`src/rtl/seg7_pkg.sv`:
```
// seg7_pkg: shared seven-segment font, off pattern and output polarity helper.
package seg7_pkg;

    // {g,f,e,d,c,b,a}, active high, entry n is hex digit n
    localparam logic [15:0][6:0] SEG7_FONT = {
        7'h71, 7'h79, 7'h5E, 7'h39, 7'h7C, 7'h77, 7'h6F, 7'h7F,
        7'h07, 7'h7D, 7'h6D, 7'h66, 7'h4F, 7'h5B, 7'h06, 7'h3F
    };

    localparam logic [7:0] SEG_OFF = 8'h00;

    function automatic logic [7:0] pol(input logic [7:0] x, input logic active_low);
        return active_low ? ~x : x;
    endfunction

endpackage

```
`src/rtl/seg7_hex_decode.sv`:
```
// seg7_hex_decode: combinational hex nibble to active-high a..g segments.
module seg7_hex_decode
    import seg7_pkg::*;
(
    input  logic [3:0] hex,
    output logic [6:0] seg
);

    assign seg = SEG7_FONT[hex];

endmodule

```
`src/rtl/seven_seg_scan_n.sv`:
```
// seven_seg_scan_n: multiplexed seven-segment scanner with PWM dimming, guard time,
// leading-zero suppression and frame-aligned double-buffered digit updates.
module seven_seg_scan_n
    import seg7_pkg::*;
#(
    parameter int NUM_DIGITS  = 6,
    parameter int TICKS_DIGIT = 50000,
    parameter int BRIGHT_BITS = 3,
    parameter int GUARD       = 16,
    parameter int ACTIVE_LOW  = 1
) (
    input  logic                      clk,
    input  logic                      reset_n,
    input  logic                      en,
    input  logic [4*NUM_DIGITS-1:0]   digit_vals,
    input  logic [NUM_DIGITS-1:0]     dp_mask,
    input  logic [NUM_DIGITS-1:0]     blank_mask,
    input  logic                      lz_suppress,
    input  logic [BRIGHT_BITS-1:0]    brightness,
    input  logic                      load,
    output logic                      busy,
    output logic                      frame_start,
    output logic [7:0]                SMG_Data,
    output logic [NUM_DIGITS-1:0]     Scan_Sig
);

    localparam int CW = $clog2(TICKS_DIGIT);
    localparam int IW = $clog2(NUM_DIGITS);
    localparam int STEP = TICKS_DIGIT >> BRIGHT_BITS;
    localparam logic [CW-1:0] LAST_COUNT = CW'(TICKS_DIGIT - 1);
    localparam logic [IW-1:0] LAST_IDX = IW'(NUM_DIGITS - 1);
    localparam logic POL_LOW = ACTIVE_LOW != 0;

    logic [CW-1:0]           count;
    logic [IW-1:0]           idx;
    logic [4*NUM_DIGITS-1:0] act_vals, sh_vals;
    logic [NUM_DIGITS-1:0]   act_dp, sh_dp, act_blank, sh_blank, lz_mask, sel;
    logic                    act_lz, sh_lz;
    logic                    zero_above, last, swap, in_win, suppressed, cur_dp, lit;
    logic [31:0]             on_limit;
    logic [3:0]              cur;
    logic [6:0]              font_seg;
    logic [7:0]              seg_hi;

    seg7_hex_decode u_dec (
        .hex(cur),
        .seg(font_seg)
    );

    // A digit is suppressed when it and every digit above it are zero; digit 0 never is
    always_comb begin
        lz_mask = '0;
        zero_above = 1'b1;
        for (int i = NUM_DIGITS - 1; i > 0; i--) begin
            zero_above = zero_above && (act_vals[4*i +: 4] == 4'd0);
            lz_mask[i] = act_lz && zero_above;
        end
    end

    always_comb begin
        last       = count == LAST_COUNT && idx == LAST_IDX;
        swap       = busy && (!en || last);
        cur        = act_vals[{idx, 2'b00} +: 4];
        cur_dp     = act_dp[idx];
        suppressed = lz_mask[idx];
        on_limit   = 32'(GUARD) + (32'(brightness) + 32'd1) * 32'(STEP);
        in_win     = 32'(count) >= 32'(GUARD) && 32'(count) < on_limit;
        // A suppressed digit stays selected only to show its decimal point
        lit        = en && in_win && !act_blank[idx] && (!suppressed || cur_dp);
        seg_hi     = lit ? {cur_dp, suppressed ? 7'd0 : font_seg} : SEG_OFF;
        sel        = lit ? (NUM_DIGITS'(1) << idx) : '0;
    end

    always_ff @(posedge clk) begin
        if (!reset_n) begin
            count <= '0;
            idx   <= '0;
        end else if (!en) begin
            count <= '0;
            idx   <= '0;
        end else if (count == LAST_COUNT) begin
            count <= '0;
            idx   <= idx == LAST_IDX ? '0 : idx + IW'(1);
        end else begin
            count <= count + CW'(1);
        end
    end

    always_ff @(posedge clk) begin
        if (!reset_n) begin
            busy      <= 1'b0;
            act_vals  <= '0;
            act_dp    <= '0;
            act_blank <= '1;
            act_lz    <= 1'b0;
            sh_vals   <= '0;
            sh_dp     <= '0;
            sh_blank  <= '1;
            sh_lz     <= 1'b0;
        end else begin
            if (swap) begin
                act_vals  <= sh_vals;
                act_dp    <= sh_dp;
                act_blank <= sh_blank;
                act_lz    <= sh_lz;
            end
            if (load) begin
                sh_vals  <= digit_vals;
                sh_dp    <= dp_mask;
                sh_blank <= blank_mask;
                sh_lz    <= lz_suppress;
            end
            busy <= load || (busy && !swap);
        end
    end

    always_ff @(posedge clk) begin
        if (!reset_n) begin
            SMG_Data    <= pol(SEG_OFF, POL_LOW);
            Scan_Sig    <= NUM_DIGITS'(pol(8'h00, POL_LOW));
            frame_start <= 1'b0;
        end else begin
            SMG_Data    <= pol(seg_hi, POL_LOW);
            Scan_Sig    <= NUM_DIGITS'(pol(8'(sel), POL_LOW));
            frame_start <= en && count == '0 && idx == '0;
        end
    end

endmodule

```
`config.mk`:
```
export PLATFORM = sky130hd
export DESIGN_NAME = seven_seg_scan_n
export DESIGN_NICKNAME = d
export VERILOG_FILES = /design/src/rtl/seg7_pkg.sv /design/src/rtl/seg7_hex_decode.sv /design/src/rtl/seven_seg_scan_n.sv
export SDC_FILE = /design/constraint.sdc
export NUM_CORES = 1
export LEC_CHECK = 0
export ABC_AREA = 1
export BUFFER_PORTS_ARGS = -buffer_cell sky130_fd_sc_hd__buf_2
export CAP_MARGIN = 5
export CORE_MARGIN = 8
export CORE_UTILIZATION = 40
export CTS_CLUSTER_DIAMETER = 40
export CTS_CLUSTER_SIZE = 10
export DETAILED_ROUTE_END_ITERATION = 7
export PLACE_DENSITY = 0.65
export SLEW_MARGIN = 20
export SYNTH_ARGS = -nofsm -noshare
export SYNTH_HDL_FRONTEND = slang
export SYNTH_SLANG_ARGS = --single-unit
```
`constraint.sdc`:
```
create_clock -name clk -period 5.1 [get_ports clk]
set_input_delay 0 -clock clk [delete_from_list [all_inputs] [get_ports clk]]
set_output_delay 0 -clock clk [all_outputs]
set_load 0.005 [all_outputs]
```
==> results_tabular.tex <==
\begin{tabular}{lr}
\hline
Metric & Value \\
\hline
\multicolumn{2}{l}{\textbf{Outcome}} \\
\quad Status & complete, no violations \\
\multicolumn{2}{l}{\textbf{Routing}} \\
\quad Vias & 5246 \\
\quad Antenna-violating nets left & 0 \\
\quad Remaining design rule violation count & 0 \\
\quad Initial DRC count & 340 \\
\quad WL/cell & 12.8 µm \\
\quad Average via count per standard cell & 4.91 \\
\quad Final wirelength & 13.7 mm \\
\quad Number of iterations in the first detailed-routing pass & 4 \\
\multicolumn{2}{l}{\textbf{Floorplanning}} \\
\quad Initial cell density of the core & 40.4\% \\
\quad Io pins & 60 \\
\quad Height of the chip & 136 µm \\
\quad Area of the die & 18600 µm² \\
\quad Core Region & 14300 µm² \\
\quad Site row count & 44 \\
\quad Chip width & 136 µm \\
\multicolumn{2}{l}{\textbf{Synthesis}} \\
\quad Number of distinct standard cells referenced by the synthesized netlist & 50 \\
\quad Count of synthesis-stage warnings from yosys & 0 \\
\quad \#FFs+latches synth & 109 \\
\quad Mapped Cells & 797 \\
\quad Sequential cell area fraction in the yosys report & 37.7\% \\
\quad Share of synthesized flip-flops with an asynchronous set or reset & 0\% \\
\quad Syn nets & 881 \\
\quad Post-Syn Area & 5780 µm² \\
\quad Number of synthesized flops with an enable pin & 0 \\
\quad Top\_reg\_cell synth & dfxtp\_1 \\
\quad Synthesized area divided by synthesized cell count & 7.25 µm² \\
\multicolumn{2}{l}{\textbf{STA}} \\
\quad Final-layout worst hold slack & 20.4 ps \\
\quad Fin crit period & 3820 ps \\
\quad Slew Limit Headroom & 54.3\% \\
\quad Hold violation total from the final report & 0 \\
\quad Clock skew & 9.65 ps \\
\quad RSZ-0062 raised after global routing & no \\
\quad Worst Max-Slew Pin Slew & 674 ps \\
\quad Max-slew violation total from the final report & 0 \\
\quad Max frequency & 262 MHz \\
\quad Post-route clock period utilization & 74.9\% \\
\quad \# setup viols final & 0 \\
\quad Total Neg Setup Slack & 0 ps \\
\multicolumn{2}{l}{\textbf{Critical path}} \\
\quad Critical path startpoint category & primary input \\
\quad CP Max Fanout & 14 \\
\quad Worst path arrival time & 4030 ps \\
\quad Crit. End Element & flop \\
\quad Worst endpoint required time & 5310 ps \\
\quad Critical Setup Path Class & in -> reg \\
\multicolumn{2}{l}{\textbf{Placed design}} \\
\quad Routability congestion estimate from global placement & 0.851 \\
\quad Dpl hpwl & 10.1 mm \\
\quad Number of port buffers & 59 \\
\multicolumn{2}{l}{\textbf{Clock network}} \\
\quad Reg clk slew, reported paths & 70 ps \\
\quad Total clock buffers created by CTS & 9 \\
\quad Root Buffer & clkbuf\_16 \\
\quad Max Root-Sink Buffers & 2 \\
\quad Clock tree from TritonCTS & built \\
\quad Number of levels in the clock H-tree & 3 \\
\quad Clock latency at the later pin of the worst-skew pair & 350 ps \\
\quad Count of clock tree sinks & 109 \\
\multicolumn{2}{l}{\textbf{Global route}} \\
\quad GR Util All Layers & 15.7\% \\
\quad Wire length of the first global-routing pass & 23.9 mm \\
\quad Antenna violations before repair & 0 \\
\quad Number of global-route vias before repair & 5161 \\
\quad Pin count of the biggest net entering global routing & 64 \\
\quad Overflow left after global routing & 0 \\
\multicolumn{2}{l}{\textbf{Finish}} \\
\quad Ant diodes & 0 \\
\quad Fraction of layout cells with a size suffix above 1 & 13.9\% \\
\quad Area growth, synth to finish & 19.0\% \\
\quad Nets@finish & 963 \\
\multicolumn{2}{l}{\textbf{Run}} \\
\quad Max-capacitance violation count & 0 \\
\multicolumn{2}{l}{\textbf{Power}} \\
\quad Power Density & 279 nW/µm² \\
\quad Leakage dissipation & 2.97 nW \\
\quad Peak ir drop on the vdd network & 0.200 mV \\
\multicolumn{2}{l}{\textbf{Min path}} \\
\quad Hold Path Class & in -> reg \\
\hline
\end{tabular}
==> metal layers <==
layer | vias up | track usage, % | share of wire, %
met4 | 0 | 5.74 | 1.3
met3 | 11 | 3.07 | 3.6
li1 | 2805 | - | -
met2 | 88 | 25.8 | 47
met1 | 2342 | 20.0 | 48
met5 | - | 0 | 0
==> cell usage after synthesis (3+ instances only) <==
library cell	count	share of area, %
a31oi_1	4	0.43
nor3b_1	3	0.39
a22oi_1	5	0.65
o21ai_0	80	6.9
dfxtp_1	109	38
nor2_1	149	9.7
nor4_1	3	0.32
inv_2	12	0.78
inv_1	72	4.7
o2111ai_1	3	0.45
xor2_2	3	0.84
xor2_1	5	0.76
a21oi_1	36	3.1
nand4_1	18	1.9
nor2_2	5	0.54
nand3_1	45	3.9
clkbuf_1	17	1.1
nand2_2	10	1.1
o21ai_1	4	0.35
buf_2	8	0.69
ha_1	40	8.7
xnor2_1	6	0.91
nor3_1	13	1.1
nand3_2	4	0.69
nand2_1	112	7.3
==> layout make-up <==
type | count | area [µm²]
clock buffers | 12 | 256
clock inverters | 4 | 38.8
fillers | 1437 | 7440
inverters | 84 | 315
multi-input cells | 575 | 3160
flip-flops and latches | 109 | 2180
well taps | 184 | 230
repair buffers | 100 | 698
==> stage by stage <==
step | utilization, % | cells | setup slack (ps) | power [mW] | instance area (µm²)
global route | 48.1 | 1068 | 732 | 2.03 | 6880
CTS | 48.1 | 1068 | 1250 | 1.94 | 6880
detailed placement | 43.3 | 1014 | 872 | 1.23 | 6200
floorplan | - | 797 | 1490 | 1.16 | 5780
finish | 48.1 | 1068 | 1280 | 1.92 | 6880
global placement | 43.3 | 1014 | 980 | 1.23 | 6200
==> final timing paths <==
kind                                     from           end  slack [ps]  depth (start not counted)
worst max-delay path            brightness[0]   Scan_Sig[4]        1280                         26
worst min-delay path                  reset_n  act_blank[5]          20                          2
worst max register to register         idx[0]   SMG_Data[0]        2370                          9
worst min register to register    act_vals[2]   act_vals[2]         460                          2
==> where the power goes <==
| part | total (mW) | switching [mW] | leakage (nW) | internal, mW |
|---|---|---|---|---|
| clock | 0.682 | 0.316 | 0.143 | 0.366 |
| sequential | 0.910 | 0.0205 | 0.894 | 0.890 |
| combinational | 0.323 | 0.191 | 1.93 | 0.132 |
==> kinds of logic after synthesis <==
logic type               synth area share [%]
AND/OR/NAND/NOR                          28.8
AO/OA/AOI/OAI                            14.7
buffers and inverters                    7.66
flip-flops                               37.7
adder cells (fa/ha/maj)                  8.66
XOR/XNOR                                 2.51
==> worst max-delay path, cell delays in order <==
cell and delay (ps):
buf_2 190, inv_2 140, ha_1 370, ha_1 320, ha_1 280, ha_1 370
a21oi_2 90, o21ai_4 200, nand2_2 70, nand2_2 100, xor2_2 210, nand3_1 120
nor2_2 140, nand2_1 80, xnor2_1 130, ha_1 290, nand2_1 70, nor2_1 40
a211oi_1 150, o21ai_0 110, nand2_1 60, nand2_1 40, nand2_1 60, inv_1 40
nand3_2 210, nand4_1 130
==> state kept, by name, summed over array words and instances (netlist names), 6 cells and up <==
register,count
SMG_Data,8
Scan_Sig,6
act_blank,6
act_dp,6
act_vals,24
count,16
sh_blank,6
sh_dp,6
sh_vals,24
==> layout by cell type (no fill, tap or decap), types with 4 or more instances in the layout <==
master,count
nor2_1,149
nand2_1,112
dfxtp_1,109
o21ai_0,80
inv_1,71
buf_2,59
nand3_1,45
ha_1,40
dlygate4sd3_1,38
a21oi_1,36
nand4_1,18
inv_2,13
nor3_1,13
nand2_2,10
clkbuf_16,9
xnor2_1,6
nor2_2,5
xor2_1,5
a22oi_1,5
nand3_2,4
o21ai_1,4
a31oi_1,4
==> what timing repair did <==
action	in CTS	in global routing
gates resized for setup	0	0
endpoints found under the hold margin	38	0
hold buffers	38	0
setup endpoints to repair	0	0
setup buffers	0	0
(Power assumes the default switching activity.)
